===== src/rtl/datapath_seq_ctrl_pkg.sv =====
// Purpose : shared definitions for the multi-cycle datapath (op codes, FSM
//           state encoding, op legality helpers).
// Contents: OP_W, OP_NOP..OP_LOAD, state_t, op_is_legal(), op_is_alu().
// Config  : none here; the optional flag outputs are controlled by
//           DATAPATH_FLAGS_EN in the interface, ALU and top files.
package datapath_pkg;

    localparam int unsigned OP_W = 7;

    localparam logic [OP_W-1:0] OP_NOP   = 7'd0;
    localparam logic [OP_W-1:0] OP_STORE = 7'd1;
    localparam logic [OP_W-1:0] OP_ADD   = 7'd2;
    localparam logic [OP_W-1:0] OP_SUB   = 7'd3;
    localparam logic [OP_W-1:0] OP_AND   = 7'd4;
    localparam logic [OP_W-1:0] OP_OR    = 7'd5;
    localparam logic [OP_W-1:0] OP_XOR   = 7'd6;
    localparam logic [OP_W-1:0] OP_LOAD  = 7'd7;

    typedef enum logic [2:0] {
        ST_IDLE  = 3'd0,
        ST_READ  = 3'd1,
        ST_EXEC  = 3'd2,
        ST_WRITE = 3'd3,
        ST_DONE  = 3'd4
    } state_t;

    // Codes 0..7 are defined; everything above is illegal.
    function automatic logic op_is_legal(input logic [OP_W-1:0] op);
        return (op <= OP_LOAD);
    endfunction

    function automatic logic op_is_alu(input logic [OP_W-1:0] op);
        return (op >= OP_ADD) && (op <= OP_XOR);
    endfunction

endpackage


===== src/rtl/datapath_seq_ctrl_if.sv =====
// Purpose : instruction/result bundle between the sequencer (master) and the
//           datapath (slave).
// Signals : start, op_code, rs1, rs2, rd, rd_in  (master -> slave)
//           busy, done, error, result            (slave -> master)
//           flag_z, flag_n, flag_v               (slave -> master, only when
//                                                 DATAPATH_FLAGS_EN is defined)
interface datapath_seq_ctrl_if #(
    parameter int unsigned WORDSIZE = 64,
    parameter int unsigned RF_DEPTH = 32,
    parameter int unsigned DM_DEPTH = 32
);
    localparam int unsigned RF_AW = $clog2(RF_DEPTH);
    localparam int unsigned DM_AW = $clog2(DM_DEPTH);

    logic                          start;
    logic [datapath_pkg::OP_W-1:0] op_code;
    logic [RF_AW-1:0]              rs1;
    logic [RF_AW-1:0]              rs2;
    logic [DM_AW-1:0]              rd;
    logic [WORDSIZE-1:0]           rd_in;
    logic                          busy;
    logic                          done;
    logic                          error;
    logic [WORDSIZE-1:0]           result;
`ifdef DATAPATH_FLAGS_EN
    logic                          flag_z;
    logic                          flag_n;
    logic                          flag_v;

    modport master (
        output start, op_code, rs1, rs2, rd, rd_in,
        input  busy, done, error, result, flag_z, flag_n, flag_v
    );
    modport slave (
        input  start, op_code, rs1, rs2, rd, rd_in,
        output busy, done, error, result, flag_z, flag_n, flag_v
    );
`else
    modport master (
        output start, op_code, rs1, rs2, rd, rd_in,
        input  busy, done, error, result
    );
    modport slave (
        input  start, op_code, rs1, rs2, rd, rd_in,
        output busy, done, error, result
    );
`endif

endinterface


===== src/rtl/datapath_seq_ctrl_alu.sv =====
// Purpose : combinational ALU for the datapath (ADD/SUB/AND/OR/XOR, wrapping
//           two's complement, no carry out).
// Ports   : a, b  in  WORDSIZE  operands (SUB computes a - b)
//           op    in  OP_W      op code; non-ALU codes give y = 0
//           y     out WORDSIZE  result
//           v     out 1         signed overflow for ADD/SUB, else 0
//                               (only when DATAPATH_FLAGS_EN is defined)
module alu_unit
    import datapath_pkg::*;
#(
    parameter int unsigned WORDSIZE = 64
) (
    input  logic [WORDSIZE-1:0] a,
    input  logic [WORDSIZE-1:0] b,
    input  logic [OP_W-1:0]     op,
    output logic [WORDSIZE-1:0] y
`ifdef DATAPATH_FLAGS_EN
    ,
    output logic                v
`endif
);

    always_comb begin
        y = '0;
        unique case (op)
            OP_ADD:  y = a + b;
            OP_SUB:  y = a - b;
            OP_AND:  y = a & b;
            OP_OR:   y = a | b;
            OP_XOR:  y = a ^ b;
            default: y = '0;
        endcase
    end

`ifdef DATAPATH_FLAGS_EN
    // Overflow: result sign disagrees with a where the operand signs make it impossible.
    always_comb begin
        v = 1'b0;
        if (op == OP_ADD) begin
            v = (a[WORDSIZE-1] == b[WORDSIZE-1]) && (y[WORDSIZE-1] != a[WORDSIZE-1]);
        end else if (op == OP_SUB) begin
            v = (a[WORDSIZE-1] != b[WORDSIZE-1]) && (y[WORDSIZE-1] != a[WORDSIZE-1]);
        end
    end
`endif

endmodule


===== src/rtl/datapath_seq_ctrl.sv =====
// Purpose : multi-cycle datapath (register file, data memory, ALU) sequenced
//           by a five-state FSM; one instruction per start handshake.
// Ports   : clk   in  single clock, posedge
//           rst   in  synchronous active-high reset
//           bus   slave modport of datapath_seq_ctrl_if (start/op/operands in,
//                 busy/done/error/result out)
// Config  : DATAPATH_FLAGS_EN adds flag_z/flag_n/flag_v, registered at DONE.
// Timing  : start sampled at edge N, done visible after edge N+4; the done
//           cycle is spent in IDLE, so a new start can be taken at the edge
//           closing the done cycle (one op every 5 cycles).
module datapath_seq_ctrl
    import datapath_pkg::*;
#(
    parameter int unsigned WORDSIZE = 64,
    parameter int unsigned RF_DEPTH = 32,
    parameter int unsigned DM_DEPTH = 32
) (
    input  logic                clk,
    input  logic                rst,
    datapath_seq_ctrl_if.slave  bus
);

    localparam int unsigned RF_AW = $clog2(RF_DEPTH);
    localparam int unsigned DM_AW = $clog2(DM_DEPTH);

    // Storage arrays; contents survive reset.
    logic [WORDSIZE-1:0] rf [RF_DEPTH];
    logic [WORDSIZE-1:0] dm [DM_DEPTH];

    state_t              state;
    logic [OP_W-1:0]     op_q;
    logic [RF_AW-1:0]    rs1_q;
    logic [RF_AW-1:0]    rs2_q;
    logic [DM_AW-1:0]    rd_q;
    logic [WORDSIZE-1:0] din_q;
    logic [WORDSIZE-1:0] op_a;
    logic [WORDSIZE-1:0] op_b;
    logic [WORDSIZE-1:0] mem_q;
    logic [WORDSIZE-1:0] res_q;
    logic                busy_q;
    logic                done_q;
    logic                error_q;
    logic [WORDSIZE-1:0] result_q;
    logic [WORDSIZE-1:0] alu_y;
`ifdef DATAPATH_FLAGS_EN
    logic                alu_v;
    logic                v_q;
    logic                flag_z_q;
    logic                flag_n_q;
    logic                flag_v_q;
`endif

    alu_unit #(
        .WORDSIZE (WORDSIZE)
    ) u_alu (
        .a  (op_a),
        .b  (op_b),
        .op (op_q),
        .y  (alu_y)
`ifdef DATAPATH_FLAGS_EN
        ,
        .v  (alu_v)
`endif
    );

    // Sequencer: latches the instruction, then steps READ/EXEC/WRITE/DONE.
    always_ff @(posedge clk) begin
        if (rst) begin
            state    <= ST_IDLE;
            op_q     <= '0;
            rs1_q    <= '0;
            rs2_q    <= '0;
            rd_q     <= '0;
            din_q    <= '0;
            op_a     <= '0;
            op_b     <= '0;
            mem_q    <= '0;
            res_q    <= '0;
            busy_q   <= 1'b0;
            done_q   <= 1'b0;
            error_q  <= 1'b0;
            result_q <= '0;
`ifdef DATAPATH_FLAGS_EN
            v_q      <= 1'b0;
            flag_z_q <= 1'b0;
            flag_n_q <= 1'b0;
            flag_v_q <= 1'b0;
`endif
        end else begin
            case (state)
                ST_IDLE: begin
                    done_q  <= 1'b0;
                    error_q <= 1'b0;
                    busy_q  <= bus.start;
                    if (bus.start) begin
                        op_q  <= bus.op_code;
                        rs1_q <= bus.rs1;
                        rs2_q <= bus.rs2;
                        rd_q  <= bus.rd;
                        din_q <= bus.rd_in;
                        state <= ST_READ;
                    end
                end
                ST_READ: begin
                    op_a  <= rf[rs1_q];
                    op_b  <= rf[rs2_q];
                    mem_q <= dm[DM_AW'(rs1_q)];
                    state <= ST_EXEC;
                end
                ST_EXEC: begin
                    if (op_q == OP_STORE) begin
                        res_q <= din_q;
                    end else if (op_q == OP_LOAD) begin
                        res_q <= mem_q;
                    end else if (op_is_alu(op_q)) begin
                        res_q <= alu_y;
                    end else begin
                        res_q <= '0;
                    end
`ifdef DATAPATH_FLAGS_EN
                    v_q   <= alu_v;
`endif
                    state <= ST_EXEC == ST_EXEC ? ST_WRITE : ST_WRITE;
                end
                ST_WRITE: begin
                    state <= ST_DONE;
                end
                ST_DONE: begin
                    done_q   <= 1'b1;
                    error_q  <= ~op_is_legal(op_q);
                    result_q <= res_q;
`ifdef DATAPATH_FLAGS_EN
                    flag_z_q <= (res_q == '0);
                    flag_n_q <= res_q[WORDSIZE-1];
                    flag_v_q <= v_q;
`endif
                    state    <= ST_IDLE;
                end
                default: begin
                    state  <= ST_IDLE;
                    busy_q <= 1'b0;
                end
            endcase
        end
    end

    // Single architectural write per op, in WRITE; a reset in that cycle suppresses it.
    always_ff @(posedge clk) begin
        if (!rst && (state == ST_WRITE)) begin
            case (op_q)
                OP_STORE: begin
                    rf[rs1_q] <= res_q;
                    dm[rd_q]  <= res_q;
                end
                OP_ADD, OP_SUB, OP_AND, OP_OR, OP_XOR: begin
                    dm[rd_q] <= res_q;
                end
                OP_LOAD: begin
                    rf[RF_AW'(rd_q)] <= res_q;
                end
                default: begin
                end
            endcase
        end
    end

    assign bus.busy   = busy_q;
    assign bus.done   = done_q;
    assign bus.error  = error_q;
    assign bus.result = result_q;
`ifdef DATAPATH_FLAGS_EN
    assign bus.flag_z = flag_z_q;
    assign bus.flag_n = flag_n_q;
    assign bus.flag_v = flag_v_q;
`endif

endmodule

===== src/flat_wrapper.sv =====
// flat-port wrapper written by rule: the top's interface ports become plain ports
module datapath_seq_ctrl_flat import datapath_pkg::*;
#(
    parameter int unsigned WORDSIZE = 64,
    parameter int unsigned RF_DEPTH = 32,
    parameter int unsigned DM_DEPTH = 32
)
  (clk, rst, bus_start, bus_op_code, bus_rs1, bus_rs2, bus_rd, bus_rd_in, bus_busy, bus_done, bus_error, bus_result);
  datapath_seq_ctrl_if #(.WORDSIZE(WORDSIZE), .RF_DEPTH(RF_DEPTH), .DM_DEPTH(DM_DEPTH)) bus_i ();
  input  logic clk;
  input  logic rst;
  input wire logic [$bits(bus_i.start)-1:0] bus_start;
  input wire logic [$bits(bus_i.op_code)-1:0] bus_op_code;
  input wire logic [$bits(bus_i.rs1)-1:0] bus_rs1;
  input wire logic [$bits(bus_i.rs2)-1:0] bus_rs2;
  input wire logic [$bits(bus_i.rd)-1:0] bus_rd;
  input wire logic [$bits(bus_i.rd_in)-1:0] bus_rd_in;
  output wire logic [$bits(bus_i.busy)-1:0] bus_busy;
  output wire logic [$bits(bus_i.done)-1:0] bus_done;
  output wire logic [$bits(bus_i.error)-1:0] bus_error;
  output wire logic [$bits(bus_i.result)-1:0] bus_result;
  assign bus_i.start = bus_start;
  assign bus_i.op_code = bus_op_code;
  assign bus_i.rs1 = bus_rs1;
  assign bus_i.rs2 = bus_rs2;
  assign bus_i.rd = bus_rd;
  assign bus_i.rd_in = bus_rd_in;
  assign bus_busy = bus_i.busy;
  assign bus_done = bus_i.done;
  assign bus_error = bus_i.error;
  assign bus_result = bus_i.result;
  datapath_seq_ctrl #(.WORDSIZE(WORDSIZE), .RF_DEPTH(RF_DEPTH), .DM_DEPTH(DM_DEPTH)) u_core (.clk(clk), .rst(rst), .bus(bus_i));
endmodule

===== config.mk =====
export PLATFORM = sky130hd
export DESIGN_NAME = datapath_seq_ctrl_flat
export DESIGN_NICKNAME = d
export VERILOG_FILES = /design/src/rtl/datapath_seq_ctrl_pkg.sv /design/src/rtl/datapath_seq_ctrl_if.sv /design/src/rtl/datapath_seq_ctrl_alu.sv /design/src/rtl/datapath_seq_ctrl.sv /design/src/flat_wrapper.sv
export SDC_FILE = /design/constraint.sdc
export NUM_CORES = 2
export LEC_CHECK = 0
export CAP_MARGIN = 20
export CORE_ASPECT_RATIO = 1.25
export CORE_MARGIN = 3
export CORE_UTILIZATION = 50
export DETAILED_ROUTE_END_ITERATION = 6
export GPL_ROUTABILITY_DRIVEN = 0
export HOLD_SLACK_MARGIN = 0.08
export PLACE_DENSITY_LB_ADDON = 0.2
export REMOVE_ABC_BUFFERS = 1
export SLEW_MARGIN = 15
export SYNTH_ARGS = -nofsm -noshare
export SYNTH_HDL_FRONTEND = slang
export SYNTH_SLANG_ARGS = --single-unit

===== constraint.sdc =====
create_clock -name clk -period 17.27 [get_ports clk]
set_input_delay 3.454 -clock clk [delete_from_list [all_inputs] [get_ports clk]]
set_output_delay 3.454 -clock clk [all_outputs]
set_load 0.05 [all_outputs]

==> flow_summary.toml <==
[outcome]
outcome = "finished clean"

[worst_setup_path]
regToRegSetupSlack_ns = 10.42
cp_num_buf_inv = 3
worst-setup-path-type = "in2reg"
cp_data_required_time_ns = 17.88
path_common_cell = "sky130_fd_sc_hd__buf_4"
timing.critical_path.slowest_stage_cell = "sky130_fd_sc_hd__nor2_4"
critical_path.max_fanout = 69
critical-path-top-delay-family = "simple AND/OR/NAND/NOR gates"
worstSetupStartpointType = "input port"
critPathArrivalTime_ns = 7.70
critical_path.max_stage_delay_ns = 1.10
worstSetupEndpointType = "flip-flop"
cp_cell_sequence = "buf_8 -> nor3_1 -> buf_4 -> nand2_1 -> mux2i_1 -> nand3b_1 -> nor2_4 -> buf_4"

[timing]
finalHoldViolations = 0
clock_skew_ns = 0.0494
tightest_slew_ns = 1.29
finalSetupViolations = 0
fmax_mhz = 141
totalNegativeSetupSlack_ns = 0
finalCriticalPeriod_ns = 7.09
grt_setup_unrepaired = "no"
drv_slew = 0
min_period_over_period = 0.411
slew_headroom = 0.141

[layout]
layout.cells.most_common = "sky130_fd_sc_hd__edfxtp_1"
drive_gt1_frac = 0.295
most-common-layout-cells = "sky130_fd_sc_hd__edfxtp_1, sky130_fd_sc_hd__mux4_2, sky130_fd_sc_hd__clkbuf_16, sky130_fd_sc_hd__nand2_1, sky130_fd_sc_hd__dfxtp_1"
postLayoutCoreUtil = 0.562
count_of_nets_after_finishing = 10303
layout-area-overhead-vs-synth_pct = 11.9

[route]
dr.first_iter.drc_count = 14036
wl_met2_microns = 278000
routed_wire_length_per_instance_microns = 36.3
highest_layer = "met5"
met1Wirelength_microns = 209000
avgViaCountPerCell = 6.75
vias = 104929
antenna_violating_nets_post_route = 0
length_of_the_first_detailed_routing_pass_in_iterations = 6
routed_wl_met3_microns = 53800
route.detailed.drc = 0
routed_wirelength_microns = 565000

[pwr]
max_ir_drop_vdd_mv = 0.0910
power.static_leakage_uw = 0.0667
power_per_cell_area_nw_per_um2 = 113

[flow_run]
timing.max_cap.violations = 0

[floorplanning]
fp.dieW_microns = 563
num_rows = 255
fp.dieH_microns = 702
design.die.area_sq_um = 395000
core_box_area_sq_um = 386000
io_pins = 156
start_util = 0.502

[clocking]
post_cts_resized = 0
tritoncts.num_buffers = 432
holdBufCountCts = 0
worstSkewPairLatency_ns = 1.01
cts_buffer_depth = 4
cts_tree = "done"
clock_sinks = 4508
root_buffer = "sky130_fd_sc_hd__clkbuf_16"
clkSlewWorstSetupHoldPaths_ns = 0.06
cts_post_setup_buffers_inserted = 0
h_tree_lvls = 5

[yosys]
ys_seq_elements = 4508
avgSynthCellArea_sq_um = 19.8
synthCells = 9801
yosysWarnings = 0
synth.distinct_cells = 71
syn-cell-area_sq_um = 194000
synth_enable_flop_cells = 4096
ys.flop_type = "sky130_fd_sc_hd__edfxtp_1"
synth_seq_area_share = 0.677
async_flop_share = 0

[grt]
track_usage = 0.285
grt_antenna_before_repair = 36
grt_max_degree = 205
number_of_global_route_vias_before_repair = 107252
grt.overflow.total = 0
grt_first_pass_wirelength_microns = 800000

[min_path]
holdCritPathClass = "reg2reg"

[placed_design]
post-dp-hpwl_microns = 337000
place.port_buffers = 155
## through the flow
stage          hold WS, ns  setup slack [ns]  power, uW  cells  instance area [sq um]
6_report             0.456             10.18      24600  15535                 217000
5_1_grt              0.476             10.11      25300  15529                 217000
4_1_cts              0.460             10.33      24700  15525                 217000
3_5_place_dp         0.448              9.27      15100  14724                 203000
3_3_place_gp         0.447              9.20      15100  14721                 202000
2_1_floorplan        0.430            -27.29      15900   9123                 191000
## registers in the layout (all words and copies together), names as in the netlist, 7 cells and up
signal,cells
u_core.bus.result,64
u_core.din_q,64
u_core.dm,2048
u_core.mem_q,64
u_core.op_a,64
u_core.op_b,64
u_core.op_q,7
u_core.res_q,64
u_core.rf,2048
## cells by family after synthesis
group	after synthesis	share of synthesized area
and+or+nand+nor	1060	0.0232
AOI/OAI and AO/OA	883	0.0289
xor gates and xnor gates	118	0.00533
DFF	4508	0.677
adders and majority gates	193	0.0125
buffers and inverters	861	0.0167
muxes	2178	0.237
## layer usage
layer / up-vias / GRT usage
li1: 41511 / -
met4: 4 / 0.101
met5: - / 0
met1: 56665 / 0.383
met2: 5619 / 0.466
met3: 1130 / 0.0566
## area by class of cell
class,instances,area [sq um]
Multi-Input combinational cell,4432,60000
Clock inverter,229,2450
Tap cell,5140,6430
Clock buffer,572,12000
Sequential cell,4508,131000
Timing Repair Buffer,464,4120
Fill cell,28805,169000
Antenna cell,7,17.5
Inverter,183,687
## report_power, final
group,total [uW],internal [uW],switching (uW),leakage (uW)
clock,9710,5580,4120,0.00707
sequential,12300,12100,228,0.0412
combinational,2580,1020,1560,0.0185
total,24600,18700,5920,0.0667
## cell usage after synthesis (183+ instances only)
cell	count	area (sq um)
sky130_fd_sc_hd__buf_1	189	709
sky130_fd_sc_hd__dfxtp_1	412	8250
sky130_fd_sc_hd__a21oi_1	304	1520
sky130_fd_sc_hd__a211oi_1	195	1460
sky130_fd_sc_hd__inv_1	183	687
sky130_fd_sc_hd__nand2_1	441	1660
sky130_fd_sc_hd__clkbuf_1	484	1820
sky130_fd_sc_hd__nor2_1	388	1460
sky130_fd_sc_hd__edfxtp_1	4096	123000
sky130_fd_sc_hd__ha_1	192	2400
sky130_fd_sc_hd__mux4_2	1924	43300
sky130_fd_sc_hd__mux2i_1	251	2510
## worst paths after layout
| check | cells after the start | from | endpoint |
|---|---|---|---|
| max | 8 | rst | u_core.rf[10][55] |
| min | 2 | u_core.bus.result[7] | u_core.bus.result[7] |
| max reg2reg | 16 | u_core.op_q[1] | u_core.res_q[62] |
| min reg2reg | 2 | u_core.bus.result[7] | u_core.bus.result[7] |
## worst min-delay path, stage by stage, from the launching register on
cell and delay [ns]:
sky130_fd_sc_hd__dfxtp_1 0.31, sky130_fd_sc_hd__nand2_1 0.05, sky130_fd_sc_hd__a21oi_1 0.05
Power figures use the tool's default switching activity.
